==> src/rtl/pong_pkg.sv <==
// Shared types and defaults for the pong game-flow controller.
package pong_pkg;

    localparam int unsigned SCORE_W         = 4;
    localparam int unsigned CNT_W           = 8;
    localparam int unsigned WIN_SCORE_DEF   = 9;
    localparam int unsigned SERVE_DELAY_DEF = 120;

    typedef enum logic [1:0] {
        IDLE  = 2'd0,
        PLAY  = 2'd1,
        SERVE = 2'd2,
        OVER  = 2'd3
    } state_t;

    function automatic logic [SCORE_W-1:0] score_inc(input logic [SCORE_W-1:0] s);
        return s + SCORE_W'(1);
    endfunction

endpackage

==> src/rtl/pong_serve_timer.sv <==
// Saturating frame counter for the post-point serve hold; done once SERVE_DELAY ticks are seen.
module pong_serve_timer
    import pong_pkg::*;
#(
    parameter int unsigned SERVE_DELAY = SERVE_DELAY_DEF
) (
    input  logic clk,
    input  logic reset,
    input  logic clear,
    input  logic tick,
    output logic done
);

    localparam logic [CNT_W-1:0] LIMIT = CNT_W'(SERVE_DELAY);

    logic [CNT_W-1:0] count;

    // done tracks count == LIMIT so it is valid the cycle after the last tick
    always_ff @(posedge clk) begin
        if (reset || clear) begin
            count <= '0;
            done  <= 1'b0;
        end else if (tick && (count != LIMIT)) begin
            count <= count + CNT_W'(1);
            done  <= ((count + CNT_W'(1)) == LIMIT);
        end
    end

endmodule

==> src/rtl/pong_game_ctrl.sv <==
// Pong game-flow FSM: scoring, serve hold, win detection and button-gated restart.
// PONG_AUTO_SERVE_EN: serve resumes automatically once the delay expires (else needs a press).
module pong_game_ctrl
    import pong_pkg::*;
#(
    parameter int unsigned WIN_SCORE   = WIN_SCORE_DEF,
    parameter int unsigned SERVE_DELAY = SERVE_DELAY_DEF
) (
    input  logic               clk,
    input  logic               reset,
    input  logic               refresh_tick,
    input  logic [3:0]         btn,
    input  logic               miss_1,
    input  logic               miss_2,
    output logic               game,
    output logic [SCORE_W-1:0] score_1,
    output logic [SCORE_W-1:0] score_2,
    output logic               game_over,
    output logic               winner,
    output logic [1:0]         state
);

    localparam logic [SCORE_W-1:0] WIN = SCORE_W'(WIN_SCORE);

    state_t             st;
    logic               btn_any_q;
    logic               press_block;
    logic               press;
    logic               serve_clear;
    logic               serve_done;
    logic               serve_go;
    logic [SCORE_W-1:0] s1_inc;
    logic [SCORE_W-1:0] s2_inc;

    // press_block suppresses the event from a button still held when reset releases
    assign press       = (|btn) & ~btn_any_q & ~press_block;
    assign serve_clear = (st != SERVE);
    assign s1_inc      = score_inc(score_1);
    assign s2_inc      = score_inc(score_2);
    assign state       = st;

`ifdef PONG_AUTO_SERVE_EN
    assign serve_go = serve_done;
`else
    assign serve_go = serve_done & press;
`endif

    pong_serve_timer #(
        .SERVE_DELAY (SERVE_DELAY)
    ) u_serve_timer (
        .clk   (clk),
        .reset (reset),
        .clear (serve_clear),
        .tick  (refresh_tick),
        .done  (serve_done)
    );

    always_ff @(posedge clk) begin
        if (reset) begin
            st          <= IDLE;
            game        <= 1'b1;
            score_1     <= '0;
            score_2     <= '0;
            game_over   <= 1'b0;
            winner      <= 1'b0;
            btn_any_q   <= 1'b0;
            press_block <= |btn;
        end else begin
            btn_any_q <= |btn;
            if (!(|btn)) begin
                press_block <= 1'b0;
            end
            case (st)
                IDLE: begin
                    if (press) begin
                        st   <= PLAY;
                        game <= 1'b0;
                    end
                end
                PLAY: begin
                    // leaving PLAY on the first miss cycle makes a long miss score once
                    if (miss_1) begin
                        score_1 <= s1_inc;
                        game    <= 1'b1;
                        if (s1_inc == WIN) begin
                            st        <= OVER;
                            game_over <= 1'b1;
                            winner    <= 1'b0;
                        end else begin
                            st <= SERVE;
                        end
                    end else if (miss_2) begin
                        score_2 <= s2_inc;
                        game    <= 1'b1;
                        if (s2_inc == WIN) begin
                            st        <= OVER;
                            game_over <= 1'b1;
                            winner    <= 1'b1;
                        end else begin
                            st <= SERVE;
                        end
                    end
                end
                SERVE: begin
                    if (serve_go) begin
                        st   <= PLAY;
                        game <= 1'b0;
                    end
                end
                OVER: begin
                    if (press) begin
                        st        <= IDLE;
                        score_1   <= '0;
                        score_2   <= '0;
                        winner    <= 1'b0;
                        game_over <= 1'b0;
                    end
                end
            endcase
        end
    end

endmodule

==> config.mk <==
export PLATFORM = sky130hd
export DESIGN_NAME = pong_game_ctrl
export DESIGN_NICKNAME = d
export VERILOG_FILES = /design/src/rtl/pong_pkg.sv /design/src/rtl/pong_serve_timer.sv /design/src/rtl/pong_game_ctrl.sv
export SDC_FILE = /design/constraint.sdc
export NUM_CORES = 1
export LEC_CHECK = 0
export ABC_AREA = 1
export BUFFER_PORTS_ARGS = -buffer_cell sky130_fd_sc_hd__buf_2
export CAP_MARGIN = 20
export CORE_ASPECT_RATIO = 1.4
export CORE_MARGIN = 5
export CORE_UTILIZATION = 38
export DETAILED_ROUTE_END_ITERATION = 6
export HOLD_SLACK_MARGIN = 0.1
export PLACE_DENSITY_LB_ADDON = 0.3
export SLEW_MARGIN = 20
export SYNTH_ARGS = -nofsm -noshare
export SYNTH_HDL_FRONTEND = slang
export SYNTH_SLANG_ARGS = --single-unit
==> constraint.sdc <==
create_clock -name clk -period 2.5 [get_ports clk]
set_input_delay 0.25 -clock clk [delete_from_list [all_inputs] [get_ports clk]]
set_output_delay 0.25 -clock clk [all_outputs]
set_load 0.05 [all_outputs]
==> summary.md <==
| Metric | Value |
|---|---|
| Crit Path Class | `flop to flop` |
| Logic pwr share | `0.207` |
| CP Buf/Inv Count | `2` |
| Placed Instances | `265` |
| Highest-count cells in the layout ignoring fill and taps | `nand2_1, inv_1, dfxtp_1` |
| Die H | `just over 80 um` |
| NetSw | `roughly 0.00026 W` |
| Status | `completed` |
| DRC errors left | `0` |
| Num CTS Buffers | `3` |
| Pin count of the biggest net entering global routing | `14` |
| N_diodes | `0` |
| Worst setup EP type | `flop` |
| Commonest non-fill, non-tap cell in the layout | `nand2_1` |
| Synthesized area | `between 0.001 and 0.0015 sq mm` |
| Post-CTS resize count | `0` |
| Ys Warns | `0` |
| Unique masters post-synth | `24` |
| Cell internal pwr | `~0.00056 W` |
| WP depth | `9` |
| CP Data Required Time | `around 2.7 ns` |
| Worst EP arrival | `about 1.7 ns` |
| Post-Synth XOR/XNOR Area | `0.0125` |
| Unrepaired setup endpoints after global routing | `false` |
| Setup TNS Final | `0 ns` |
| Tot GR Track Use | `0.126` |
| Max-slew headroom | `0.654` |
| Worst reg2reg endpoint | `state[0]` |
| Clock Skew | `between 0.0008 and 0.0009 ns` |
| Pwr Density | `between 500 and 600 mW/mm^2` |
| Worst Setup SP | `state[0]` |
| Main combinational cell family by area after synthesis | `simple AND/OR/NAND/NOR gates` |
| Drt pass-1 iters | `4` |
| Layout cells sized above 1 | `0.203` |
| Layout Nets | `about 240` |
| Area grow syn2layout | `13.4%` |
| Post-DP HPWL | `around 2300 um` |
| Total core area | `0.00361 sq mm` |
| Mux share of post-synthesis cell area | `0` |
| Clock Path Buffers | `2` |
| Starting DRT DRC Count | `11` |
| Syn nets | `~220` |
| Finish-stage setup viols | `0` |
| Max stage delay on crit path | `about 0.43 ns` |
| Clk Tree Root Cell | `clkbuf_8` |
| Critical path's top delay family | `simple AND/OR/NAND/NOR gates` |
| CTS tree | `done` |
| Htree depth | `1` |
| Worst skew pair latency | `roughly 0.26 ns` |
| Hold_buf cts | `0` |
| Hold Crit Class | `input pin to flop` |
| Row count | `26` |
| Via count | `1298` |
| Clock-pin slew on the worst setup and hold paths | `0.08 ns` |
| Max_cap viols | `0` |
| Vias/cell | `between 4 and 5` |
| Synth Area in Simple Gates | `0.352` |
| Fraction of registers with async set/reset | `0` |
| Register area share after synthesis | `0.351` |
| Slowest CP cell | `dfxtp_1` |
| Synth Area in Adders | `0.0537` |
| Die area | `0.00501 sq mm` |
| Synth Instances | `just over 200` |
| Via count of the first global-routing pass | `1236` |
| Setup crit start kind | `flop` |
| I/O pin count | `22` |
| Post-synthesis average cell area | `between 6 and 7 sq um` |
| Synth Area in Compound Gates | `0.125` |
| Placer Congestion | `about 0.84` |
| Initial antenna violation count | `0` |
| Initial core utilization | `0.387` |
| Post-route ant nets | `0` |
| CTS sink cnt | `24` |
| Finished Layout Cells | `roughly 270` |
| Tightest Pin Transition | `~0.52 ns` |
| Min Tclk post-route | `between 1.5 and 2 ns` |
| Slew Limit Fails | `0` |
| GRT overflow | `0` |
| I/O Buffers | `21` |
| Synth Register Bits | `24` |
| Final wirelength | `between 2000 and 3000 um` |
| Global-route wire length before repair | `roughly 4800 um` |
| CP Max Fanout | `12` |
| Final period util | `0.627` |
| Sw frac | `0.318` |
| Lkg Pwr | `approximately 0.7 nW` |
| R2R depth | `9` |
| F_max | `638 MHz` |
| Chip width | `61.3 um` |
| Ys flop type | `dfxtp_1` |
| Final hold violation count | `0` |
| R2R Setup Slk | `just over 0.9 ns` |
| Avg WL per Cell | `approximately 11 um` |
| EDFF count, synth | `1` |
| Reg-to-Reg Start | `state[0]` |
| Post-CTS setup buffers | `0` |
| Power share of the sequential group | `0.508` |
| Crit path capture | `state[0]` |
| Clock share of power | `0.284` |
| CP cell instances | `inv_2 -> nor2_2 -> nand2_2 -> nor2_4 -> inv_2 -> nand2_1 -> nor2_1 -> nand2_1 -> a21oi_1` |
| Peak VDD IR | `between 200 and 300 uV` |
==> per-layer routing <==
layer,vias to the layer above,wire length [um],global-route usage
met4,0,47,0.0521
met3,6,141,0.0204
li1,694,-,-
met2,25,1520,0.242
met5,-,0,0
met1,573,1160,0.127
==> cell families after synthesis <==
| group | Yosys count |
|---|---|
| flops | 24 |
| xor+xnor | 2 |
| buf+inv | 37 |
| fa+ha+maj | 6 |
| simple gates | 102 |
| compound gates | 33 |
==> registers in the layout, summed over array words and instances, names as in the netlist <==
register             count
u_serve_timer.count      8
score_1                  4
score_2                  4
state                    2
btn_any_q                1
game                     1
game_over                1
press_block              1
u_serve_timer.done       1
winner                   1
==> area by class of cell <==
class	count	area (sq um)
Timing Repair Buffer	21	105
Fill cell	384	2020
Clock buffer	4	45.0
Sequential cell	24	490
Inverter	35	134
Tap cell	42	52.6
Multi-Input combinational cell	143	759
==> synth_stat cells, types with 3 or more instances <==
cell      n  area, sq um
nand2_2   4         25.0
inv_1    30          113
nand3_2   6         60.1
dfxtp_1  23          460
ha_1      6         75.1
o21ai_0   7         35.0
nand3_1  17         85.1
nand2_1  49          184
nor2_1   17         63.8
a21oi_1  20          100
o21ai_1   3         15.0
inv_2     4         15.0
==> worst reg2reg max path: stages, from the launching register on <==
cell and delay [ns]:
dfxtp_1 0.43, inv_2 0.06, nor2_2 0.41, nand2_2 0.14, nor2_4 0.15, inv_2 0.05, nand2_1 0.07, nor2_1 0.05
nand2_1 0.05, a21oi_1 0.05
==> how the worst min path moves through the flow <==
stage / slack (ns) / cells after the start / startpoint / end
2_1_floorplan: 0.41 / 2 / miss_1 / score_1[2]
5_1_grt: 0.31 / 4 / refresh_tick / u_serve_timer.count[2]
4_1_cts: 0.29 / 4 / refresh_tick / u_serve_timer.count[7]
3_3_place_gp: 0.47 / 2 / game_over / game_over
6_report: 0.30 / 4 / refresh_tick / u_serve_timer.count[7]
3_5_place_dp: 0.47 / 2 / game_over / game_over
==> stage by stage <==
| step | worst slack [ns] | total power [W] | util | area, sq um | hold WS, ns |
|---|---|---|---|---|---|
| final | 0.932 | 0.000829 | 0.439 | 1590 | 0.296 |
| after global routing | 0.782 | 0.000880 | 0.439 | 1590 | 0.307 |
| after CTS | 0.943 | 0.000842 | 0.439 | 1590 | 0.290 |
| after detailed placement | 0.957 | 0.000604 | 0.427 | 1540 | 0.467 |
| after global placement | 0.997 | 0.000603 | 0.427 | 1540 | 0.466 |
| after floorplan | 0.918 | 0.000564 | - | 1400 | 0.414 |
==> power groups by stage <==
stage               registers [W]  logic (W)  clock network (W)
floorplan                0.000475  0.0000898                  0
global placement         0.000431   0.000173                  0
detailed placement       0.000431   0.000173                  0
CTS                      0.000422   0.000174           0.000246
global route             0.000425   0.000192           0.000264
finish                   0.000421   0.000172           0.000236
Note: power is estimated with default switching activity, not from simulation.
